<file path="config.mk">
export PLATFORM = sky130hd
export DESIGN_NAME = seq_alu
export DESIGN_NICKNAME = d
export VERILOG_FILES = /design/src/rtl/seq_alu.sv
export SDC_FILE = /design/constraint.sdc
export NUM_CORES = 1
export LEC_CHECK = 0
export CORE_UTILIZATION = 35
export DETAILED_ROUTE_END_ITERATION = 8
export PLACE_DENSITY = 0.63
export SYNTH_ARGS = -nofsm -noshare
export SYNTH_HDL_FRONTEND = slang
export SYNTH_SLANG_ARGS = --single-unit
</file>
<file path="constraint.sdc">
create_clock -name clk -period 8.57 [get_ports clk]
set_clock_uncertainty 0.1 [all_clocks]
set_input_delay 1.714 -clock clk [delete_from_list [all_inputs] [get_ports clk]]
set_output_delay 1.714 -clock clk [all_outputs]
set_load 0.01 [all_outputs]
</file>
<file path="src/rtl/seq_alu.sv">
// seq_alu: sequential ALU with a valid/ready request side and a valid/ready
// result side. Most operations finish in one cycle. MULTU, and DIVU when
// the divider is built, iterate one bit per cycle.
//
// Optional divider: define SEQ_ALU_DIV_EN to build DIVU.
// Without it, opcode 1101 behaves like any other undefined opcode.
//
// Handshake: a request is taken on a rising edge where in_valid & in_ready.
// A result is presented while out_valid is high and is held unchanged until
// a rising edge where out_valid & out_ready. in_ready is high only in IDLE,
// so a result can never be consumed and a new request accepted in the same cycle.
module seq_alu #(
  parameter int WIDTH   = 32,
  parameter int SHAMT_W = 5
) (
  input  logic               clk,
  input  logic               reset_n,
  input  logic               in_valid,
  output logic               in_ready,
  input  logic [WIDTH-1:0]   a,
  input  logic [WIDTH-1:0]   b,
  input  logic [3:0]         alu_control,
  input  logic [SHAMT_W-1:0] shamt,
  output logic               out_valid,
  input  logic               out_ready,
  output logic [WIDTH-1:0]   result,
  output logic [WIDTH-1:0]   hi,
  output logic               zero,
  output logic               overflow,
  output logic [1:0]         dbg_state
);

  typedef enum logic [1:0] {
    IDLE = 2'd0,
    BUSY = 2'd1,
    DONE = 2'd2
  } state_t;

  localparam logic [3:0] OP_AND   = 4'b0000;
  localparam logic [3:0] OP_NOR   = 4'b0001;
  localparam logic [3:0] OP_ADD   = 4'b0010;
  localparam logic [3:0] OP_OR    = 4'b0011;
  localparam logic [3:0] OP_SUB   = 4'b0110;
  localparam logic [3:0] OP_SLT   = 4'b0111;
  localparam logic [3:0] OP_SLL   = 4'b1000;
  localparam logic [3:0] OP_SRL   = 4'b1001;
  localparam logic [3:0] OP_SRA   = 4'b1010;
  localparam logic [3:0] OP_SLTU  = 4'b1011;
  localparam logic [3:0] OP_MULTU = 4'b1100;
  localparam logic [3:0] OP_DIVU  = 4'b1101;

  localparam logic [SHAMT_W-1:0] LAST_STEP = SHAMT_W'(WIDTH - 1);

  state_t             state, state_next;
  logic               accept;
  logic               start_mul, start_div;
  logic [WIDTH-1:0]   sc_result, sc_hi;
  logic               sc_ovf;
  logic [WIDTH-1:0]   sum_ab, diff_ab;

  // Iteration registers: op_b is the fixed operand (multiplicand or divisor),
  // work_hi/work_lo hold the partial product or remainder/quotient.
  logic [WIDTH-1:0]   op_b, work_hi, work_lo;
  logic [SHAMT_W-1:0] count;
  logic [WIDTH-1:0]   step_hi, step_lo;
  logic [WIDTH:0]     mul_sum;

  logic [WIDTH-1:0]   result_q, hi_q;
  logic               zero_q, ovf_q;

`ifdef SEQ_ALU_DIV_EN
  logic               op_is_mul;
  logic [WIDTH:0]     div_shift;
  logic               div_ge;
  logic [WIDTH-1:0]   div_diff;
`endif

  assign accept    = in_valid & in_ready;
  assign in_ready  = (state == IDLE);
  assign out_valid = (state == DONE);
  assign result    = result_q;
  assign hi        = hi_q;
  assign zero      = zero_q;
  assign overflow  = ovf_q;
  assign dbg_state = state;

  assign sum_ab  = a + b;
  assign diff_ab = a - b;

  // Classify the incoming opcode as iterative or single-cycle.
  always_comb begin
    start_mul = (alu_control == OP_MULTU);
`ifdef SEQ_ALU_DIV_EN
    start_div = (alu_control == OP_DIVU) && (b != '0);
`else
    start_div = 1'b0;
`endif
  end

  // Single-cycle result from the live inputs; it is registered on the accept edge.
  always_comb begin
    sc_result = '0;
    sc_hi     = '0;
    sc_ovf    = 1'b0;
    case (alu_control)
      OP_AND:  sc_result = a & b;
      OP_NOR:  sc_result = ~(a | b);
      OP_OR:   sc_result = a | b;
      OP_ADD: begin
        sc_result = sum_ab;
        sc_ovf    = (a[WIDTH-1] == b[WIDTH-1]) && (sum_ab[WIDTH-1] != a[WIDTH-1]);
      end
      OP_SUB: begin
        sc_result = diff_ab;
        sc_ovf    = (a[WIDTH-1] != b[WIDTH-1]) && (diff_ab[WIDTH-1] != a[WIDTH-1]);
      end
      OP_SLT:  sc_result = {{(WIDTH-1){1'b0}}, ($signed(a) < $signed(b))};
      OP_SLTU: sc_result = {{(WIDTH-1){1'b0}}, (a < b)};
      OP_SLL:  sc_result = a << shamt;
      OP_SRL:  sc_result = a >> shamt;
      OP_SRA:  sc_result = $unsigned($signed(a) >>> shamt);
`ifdef SEQ_ALU_DIV_EN
      OP_DIVU: begin
        // Only reached here with b == 0; b != 0 takes the iterative path.
        sc_result = '1;
        sc_hi     = a;
      end
`endif
      default: begin
        sc_result = '0;
        sc_hi     = '0;
      end
    endcase
  end

  // One iteration step: shift-add multiply or, if built, a restoring divide.
  always_comb begin
    mul_sum = {1'b0, work_hi} + (work_lo[0] ? {1'b0, op_b} : {(WIDTH+1){1'b0}});
`ifdef SEQ_ALU_DIV_EN
    div_shift = {work_hi, work_lo[WIDTH-1]};
    div_ge    = (div_shift >= {1'b0, op_b});
    div_diff  = div_shift[WIDTH-1:0] - op_b;
    if (op_is_mul) begin
      step_hi = mul_sum[WIDTH:1];
      step_lo = {mul_sum[0], work_lo[WIDTH-1:1]};
    end else begin
      step_hi = div_ge ? div_diff : div_shift[WIDTH-1:0];
      step_lo = {work_lo[WIDTH-2:0], div_ge};
    end
`else
    step_hi = mul_sum[WIDTH:1];
    step_lo = {mul_sum[0], work_lo[WIDTH-1:1]};
`endif
  end

  // Control FSM next-state logic.
  always_comb begin
    state_next = state;
    case (state)
      IDLE: if (accept) state_next = (start_mul || start_div) ? BUSY : DONE;
      BUSY: if (count == LAST_STEP) state_next = DONE;
      DONE: if (out_ready) state_next = IDLE;
      default: state_next = IDLE;
    endcase
  end

  // Control FSM state register.
  always_ff @(posedge clk or negedge reset_n) begin
    if (!reset_n) state <= IDLE;
    else          state <= state_next;
  end

  // Operand capture, iteration and result registers.
  always_ff @(posedge clk or negedge reset_n) begin
    if (!reset_n) begin
      op_b     <= '0;
      work_hi  <= '0;
      work_lo  <= '0;
      count    <= '0;
      result_q <= '0;
      hi_q     <= '0;
      zero_q   <= 1'b0;
      ovf_q    <= 1'b0;
`ifdef SEQ_ALU_DIV_EN
      op_is_mul <= 1'b0;
`endif
    end else if (accept) begin
      count   <= '0;
      work_hi <= '0;
      if (start_mul) begin
        op_b    <= a;
        work_lo <= b;
      end else begin
        op_b    <= b;
        work_lo <= a;
      end
`ifdef SEQ_ALU_DIV_EN
      op_is_mul <= start_mul;
`endif
      if (!(start_mul || start_div)) begin
        result_q <= sc_result;
        hi_q     <= sc_hi;
        zero_q   <= (sc_result == '0);
        ovf_q    <= sc_ovf;
      end
    end else if (state == BUSY) begin
      work_hi <= step_hi;
      work_lo <= step_lo;
      if (count == LAST_STEP) begin
        // The last step lands straight in the result registers so DONE
        // starts exactly WIDTH cycles after BUSY was entered.
        count    <= '0;
        result_q <= step_lo;
        hi_q     <= step_hi;
        zero_q   <= (step_lo == '0);
        ovf_q    <= 1'b0;
      end else begin
        count <= count + SHAMT_W'(1);
      end
    end
  end

endmodule

</file>
; ---- Word-level counts from Yosys, hierarchy flattened
; Index checks and enable logic that the tools add are counted.
[op_classes]
add_sub_neg = 4
order_cmp = 2
n_eq_ne = 21
shift = 3
mux = 33
bitwise_logic = 4
reduce_logical = 10
[op_table]
columns = op, count
row1 = 2-to-1 mux 32 bit, 15
row2 = case mux 32 bit (10 select lines), 1
row3 = zero test 32 bit, 2
row4 = less-than comparator 32 bit, 2
row5 = adder 32 x 32 -> 33 bit, 1
row6 = adder 32 bit, 1
row7 = bitwise AND 32 bit, 1
row8 = inverter 32 bit, 1
row9 = OR 32 bit, 1
row10 = left shift 32 x 5 -> 32 bit, 1
row11 = right shift 32 x 5 -> 32 bit, 1
row12 = >>> shifter 32 x 5 -> 32 bit, 1
row13 = subtractor 32 bit, 1
row14 = "== test 4 bit, second input constant", 5
row15 = 2-to-1 mux 5 bit, 3
row16 = "== test 4 x 2 -> 1 bit, second input constant", 2
row17 = "== test 4 x 3 -> 1 bit, second input constant", 2
row18 = 2-to-1 mux 1 bit, 8
row19 = 2-to-1 mux 2 bit, 4
row20 = case mux 2 bit (3 select lines), 1
row21 = AND reduction 3 bit, 2
row22 = "adder 5 x 1 -> 5 bit, second input constant", 1
row23 = "== test 5 bit, second input constant", 1
row24 = "== test 4 x 1 -> 1 bit, second input constant", 1
row25 = other kinds (12), 18
[word_totals]
ff_bits = 169
inputBits = 77
output_inout_bits = 70
word_cells = 86

; ---- Longest topological paths before layout
; Gate-level depths: netlist of run 1.
[depth]
word_depth = 6
mapped_depth = 17
ltp_nobuf = 16

; ---- Least setup slack after synthesis of run 1
; No wires, ideal clock.
[synth_timing]
path_type = in2reg
startpoint = in a[8]
endpoint = reg zero_q (netlist: zero)
setup_time_ns = 0.076
arrival_time_ns = 4.917
t_required_ns = 8.394
setup_slack_ns = 3.477
stages = 16
path_cell_list = clkbuf_1 inv_1 ha_1 buf_2 or3_4 nor3_2 o211a_1 nor3_1 o41ai_4 o2111ai_1 a2111oi_2 o41ai_1 or4_1 nor4_1 nand4_1 o21ai_1
[synth_between]
elab_chain_len = 6
word_cells_on_any_way = 14
cone_classes = 2 x add/sub / 2 x order compare / 3 x shift / 3 x mux / 3 x bitwise / 1 x reduce/logical
[synth_lines]
columns = element, line
row1 = from (decl), 20  ; input logic [WIDTH-1:0] a,
row2 = branches (longest 2 deep; another with subtractor 32 bit), --
row3 = case mux 32 bit (10 select lines) (*), 105  ; case (alu_control)
row4 = zero test 32 bit (*), 203  ; zero_q <= (sc_result == '0);
row5 = 2-to-1 mux 1 bit (*), 200  ; if (!(start_mul || start_div)) begin
row6 = 2-to-1 mux 1 bit (*), 187  ; end else if (accept) begin
row7 = to (signal assigned), 203
row8 = to (signal assigned), 215  ; zero_q <= (step_lo == '0);
row9 = to (decl), 69  ; logic zero_q, ovf_q;
; Every way passes the cells marked *. The select of a mux whose other input is x is not followed.
; A chain may end at the register's enable or synchronous reset.

; ---- Worst setup path in the final report of run 1
[layout_timing]
startpoint = in a[6]
endpoint = reg zero_q (netlist: zero)
; Same word-level chain as after synthesis.

==> results of run 1 <==
[final timing paths]
check,endpoint,slack [ps],cells after the start
min in group asynchronous,hi[7],1290,1
worst min register to register,op_b[30],370,2
worst max register to register,work_hi[29],3860,15
worst min-delay path,op_b[30],370,2
worst max-delay path,zero,1850,15
max in group asynchronous,work_hi[15],5600,2
[worst register-to-register path: stages, from the launching register on]
cell and delay, ps:
dfrtp_1 700, and2_1 300, ha_1 210, fa_1 420, a21o_1 180, a21oi_1 220
nor2b_1 100, o31a_1 310, a311oi_1 590, o21ai_1 250, a31oi_1 360, or2_1 190
a311o_1 210, o21a_1 170, xnor2_1 100, a22o_1 200
[cell usage after synthesis (all sizes together), types with 9 or more instances]
cell type	n	share of area, %
a221o	10	0.53
a22oi	37	1.5
o22ai	40	1.3
o21ai	181	4.8
o31ai	16	0.63
nand2b	28	0.92
nand3b	9	0.35
or3	11	0.39
nand4	17	0.56
mux2i	87	4.6
a221oi	9	0.41
o211ai	27	1.1
inv	122	2.4
mux2	34	2.0
a31oi	54	1.8
a21o	36	1.4
dfrtp	169	22
nor2b	27	0.89
mux4	44	5.2
nand3	40	1.1
nor2	202	4.0
a2111oi	9	0.45
o21bai	15	0.59
buf	50	1.6
o21a	17	0.67
ha	133	8.7
and3	14	0.46
xnor2	29	1.3
a211oi	58	2.3
a21oi	181	4.8
nor3	46	1.3
a211o	14	0.64
nand2	298	5.9
a22o	24	1.1
o221ai	11	0.51
and2	42	1.4
clkbuf	152	3.0
nor4	23	0.75
or2	12	0.39
[final cells by class]
class	count	share of cell area, %
multi-input cells	1963	63.0
flip-flops and latches	169	19.6
repair buffers	200	8.56
well taps	696	4.04
inverters	123	2.14
clock buffers	20	2.07
clock inverters	11	0.471
diodes	3	0.0349
[logic make-up after synthesis]
| family | after synthesis |
|---|---|
| AO/OA/AOI/OAI | 818 |
| AND/OR/NAND/NOR | 807 |
| buffers and inverters | 325 |
| flip-flops | 169 |
| multiplexers | 165 |
| adder cells (fa/ha/maj) | 136 |
| XOR/XNOR | 37 |
[report_power, final]
group	leakage [nW]	total, mW	internal, mW	switching [mW]
combinational	6.75	1.64	0.652	0.986
clock	0.258	0.740	0.405	0.335
sequential	2.16	1.17	0.989	0.181
total	9.17	3.55	2.05	1.50
[routing by layer]
layer	vias up	GRT usage (%)	wire length (um)
li1	9045	-	-
met2	1017	46.7	37600
met3	150	5.19	7250
met4	0	10.1	2760
met5	-	0	0
met1	9865	42.2	37600
[stage by stage]
step           hold slack (ps)  instance area (um2)  power [mW]  instances  setup slack (ps)
4_1_cts                    377                21500        3.54       3182              1900
5_1_grt                    398                21500        3.75       3182              1650
2_1_floorplan              342                19100        2.12       2457              3480
6_report                   373                21500        3.55       3185              1850
3_3_place_gp               355                21000        2.77       3151              1440
3_5_place_dp               363                21000        2.79       3151              1430
[flip-flops by register name, indices dropped and copies added, names as in the netlist]
signal and count:
count 5, dbg_state 2, hi 32, op_b 32
overflow 1, result 32, work_hi 32, work_lo 32
zero 1
==> impl_metrics.ini, run 1 <==
[status]
status = finished clean

[clock_network]
clk-insertion-delay-late_ps = 450
hold_buffers = 0
cts_made_buffers = 17
path_clk_slew_ps = 70
clk_path_buf_depth = 2
h-tree-depth = 4
cts_resized = 0
post_cts_buffers = 0
clockRootBuffer = clkbuf_16
cts_tree = yes
cts_sinks = 169

[sta]
slew_headroom_pct = 15.1
period_share_pct = 78.4
slew_viol_final = 0
rsz0062_at_grt = no
timing.setup.tns_ps = 0
max_freq_mhz = 149
finalSetupViolCount = 0
period_needed_ps = 6720
hold_viol = 0
worst_pin_slew_ps = 1240

[worst_setup_path]
cpPeakStageDelay_ps = 980
endpoint_kind = flop
cp.required_ps = 8850
crit_type = input port to flop
path_delay_family = simple AND/OR/NAND/NOR gates
critPathSlowestCell = nor4b_1
cp-start-kind = input port
crit_buf_inv = 2
r2r-start = work_lo[0]
cp-startpoint = a[6]
path_cells = clkdlybuf4s50_1 -> inv_1 -> ha_1 -> or3_4 -> nor3_2 -> o211a_1 -> o41ai_1 -> nor4_1 -> o22ai_1 -> o2bb2ai_1 -> nor4b_1 -> nand4_1 -> nor4_1 -> nand4_1 -> o21ai_1
path_max_fanout = 18
cp.arrival_ps = 7000

[logic_synthesis]
ys_seq_area_share_pct = 22.2
avgSynthCellArea_um2 = 7.76
ys.flop_type = dfrtp_1
netlist_instances = 2457
synth_edf_count = 0
syn-num-nets = 2670
syn-cell-area_um2 = 19100
ys_ff_latch = 169
synth_top_family_by_area = compound AO/OA/AOI/OAI gates
synth_compound_area_share_pct = 28.3
synthAdderAreaFrac_pct = 9.04
synth_cell_types = 91
async_flop_share_pct = 100
synthSimpleGateAreaFrac_pct = 20.0
synth-xor-area-share_pct = 1.70
ys_warn_count = 0
synth_mux_area_share_pct = 11.8

[layout]
multi_input_area_um2 = 13600
syn_to_final_growth_pct = 13.0
drive_gt1_share_pct = 8.37
mostFrequentLayoutCells = 297 x nand2_1, 198 x nor2_1, 181 x a21oi_1
num-nets-final = 2687
final_common_cell = nand2_1
fill_cells = 5555
fin_util_pct = 40.0
seq_area_um2 = 4230

[floorplan]
num_io_pins = 147
fp.dieW_um = 235
die_h_um = 235
row_count = 85
floorplan.initialDensity_pct = 35.4
die_area_um2 = 55400
core-area_um2 = 53800

[detailed_routing]
via_per_inst = 6.30
drc = 0
wl_mm = 85.2
antenna_left = 0
dr.pass1.iters = 5
routed-via-count = 20100
drt_iter0_markers = 2295
wl_per_cell_um = 26.7

[run]
maxCapViolations = 0

[power]
power.density_nw_per_um2 = 165
p_leak_nw = 9.17
ir_worst_vdd_mv = 0.132

[placement]
hpwl_mm = 65.4
place.gp.congestion = 0.980
io_buffer_count = 146

[grt]
grt_pass1_vias = 19000
grt_overflow = 0
grt_antenna_before_repair = 1
grt_pass1_wl_mm = 127
grt_max_degree = 101
track_usage_pct = 30.1

[min_path]
min_path_type = flop to flop
min_from = op_b[30]
(Power assumes the default switching activity.)
==> run 2: changes to the inputs <==
clock period = 6.75 ns   (was 8.57 ns; I/O delays follow)
==> impl_metrics.ini, run 2 (synthesis results as in run 1) <==
[grt]
grt_pass1_wl_mm = 129
grt_max_degree = 131
grtUsageMet1_pct = 43.5
grt_util_met2_pct = 47.5
grt_pass1_vias = 19300
grt_overflow = 0
grt_most_used_layer = met2
track_usage_pct = 30.5
gr-usage-met3_pct = 4.30
grt_antenna_before_repair = 4

[status]
status = finished clean

[power]
p_clk_share_pct = 21.8
finalPower_mw = 4.61
swShare_pct = 42.0
power.switching_mw = 1.94
ir_worst_vdd_mv = 0.194
seqPwrFrac_pct = 32.1
power.density_nw_per_um2 = 210
p_leak_nw = 9.42
internal_power_mw = 2.68
combPwrFrac_pct = 46.1

[layout]
final_cells = 3229
seq_area_um2 = 4230
num-nets-final = 2733
multi_input_area_um2 = 13600
syn_to_final_growth_pct = 15.2
fill_cells = 5455
drive_gt1_share_pct = 10.2
antenna_cells = 0
mostFrequentLayoutCells = 296 x nand2_1, 197 x nor2_1, 181 x a21oi_1
final_common_cell = nand2_1

[sta]
worst_pin_slew_ps = 1200
slew_viol_final = 0
period_share_pct = 86.7
hold_viol = 0
slew_headroom_pct = 19.4
finalSetupViolCount = 0
period_needed_ps = 5850
rsz0062_at_grt = no
hold_ws_ps = 376
finalWorstSetupSlack_ps = 896
max_freq_mhz = 171
timing.setup.tns_ps = 0

[floorplan]
row_count = 85
num_io_pins = 147
fp.dieW_um = 235
floorplan.initialDensity_pct = 35.4
core-area_um2 = 53800
die_area_um2 = 55400
die_h_um = 235

[worst_setup_path]
crit_buf_inv = 2
rr_worst_depth = 15
path_common_cell = nand4_1
path_max_fanout = 10
path_delay_family = compound AO/OA/AOI/OAI gates
cp-start-kind = input port
cp.arrival_ps = 6120
r2r_slack_ps = 1920
endpoint_kind = flop
r2r_end = work_hi[31]
cpPeakStageDelay_ps = 780
cp.required_ps = 7020
path_cells = clkdlybuf4s50_1 -> inv_1 -> ha_1 -> or2_2 -> a211o_1 -> a21oi_1 -> o311a_1 -> a31oi_1 -> a2111oi_0 -> nor4bb_1 -> nand4_1 -> nor4_1 -> nand4_1 -> o21ai_1
r2r-start = work_lo[0]
crit_type = input port to flop
critPathSlowestCell = clkdlybuf4s50_1

[clock_network]
hold_buffers = 0
h-tree-depth = 4
clk-insertion-delay-late_ps = 450
post_cts_buffers = 0
cts_sinks = 169
clk_path_buf_depth = 2
clockRootBuffer = clkbuf_16
path_clk_slew_ps = 70
cts_made_buffers = 17
cts_tree = yes
cts_resized = 0

[detailed_routing]
drt_iter0_markers = 2471
wl_mm = 86.8
via_per_inst = 6.32
wl_per_cell_um = 26.9
antenna_left = 0
routed-via-count = 20400
drc = 0
dr.pass1.iters = 6

[min_path]
min_from = op_b[4]
hold_depth = 2
min_path_type = flop to flop
holdPathEnd = op_b[4]

[placement]
io_buffer_count = 146
hpwl_mm = 67.6
place_inst = 3197
place.gp.congestion = 1.04
pre_cts_ws_ps = 593

[run]
maxCapViolations = 0
run 2: changes by cell type in the layout (fill, tap and decap cells not counted), sizes merged:
cell	delta
bufinv	+1
inv	+4
diode	-3
clkinv	-3
clkinvlp	-1
buf	+46
run 2: worst max path at each step:
stage               startpoint  endpoint  cells after the start
floorplan                 a[8]      zero                     16
global placement          a[4]      zero                     14
detailed placement        a[4]      zero                     14
CTS                       a[4]      zero                     14
global route              a[4]      zero                     14
finish                    a[4]      zero                     14
run 2: cell type report:
class | instances | area share (%)
Clock inverter | 12 | 0.638
Inverter | 123 | 2.10
Timing Repair Buffer | 246 | 10.1
Sequential cell | 169 | 19.3
Multi-Input combinational cell | 1963 | 61.8
Clock buffer | 20 | 2.08
Tap cell | 696 | 3.97
run 2: power groups by stage:
stage | registers [mW] | logic [mW] | clock network (mW)
final | 1.48 | 2.13 | 1.01
after global routing | 1.51 | 2.29 | 1.06
after CTS | 1.48 | 2.09 | 1.02
after detailed placement | 1.50 | 2.08 | 0
after global placement | 1.49 | 2.07 | 0
after floorplan | 1.45 | 1.25 | 0
run 2: metal layers:
layer | routed length (um) | vias up
li1 | - | 9152
met1 | 38800 | 9958
met2 | 38200 | 1128
met3 | 7030 | 165
met4 | 2780 | 4
met5 | 24 | -
run 2: through the flow:
stage | util, % | area (um2)
floorplan | - | 19100
detailed placement | 39.7 | 21400
global placement | 39.7 | 21400
finish | 40.8 | 22000
global route | 40.8 | 22000
CTS | 40.8 | 22000
run 2: tightest hold or removal path, cell delays in order (launching register included):
cell     delay [ps]
dfrtp_1         340
nand2_1          50
o21ai_0          60
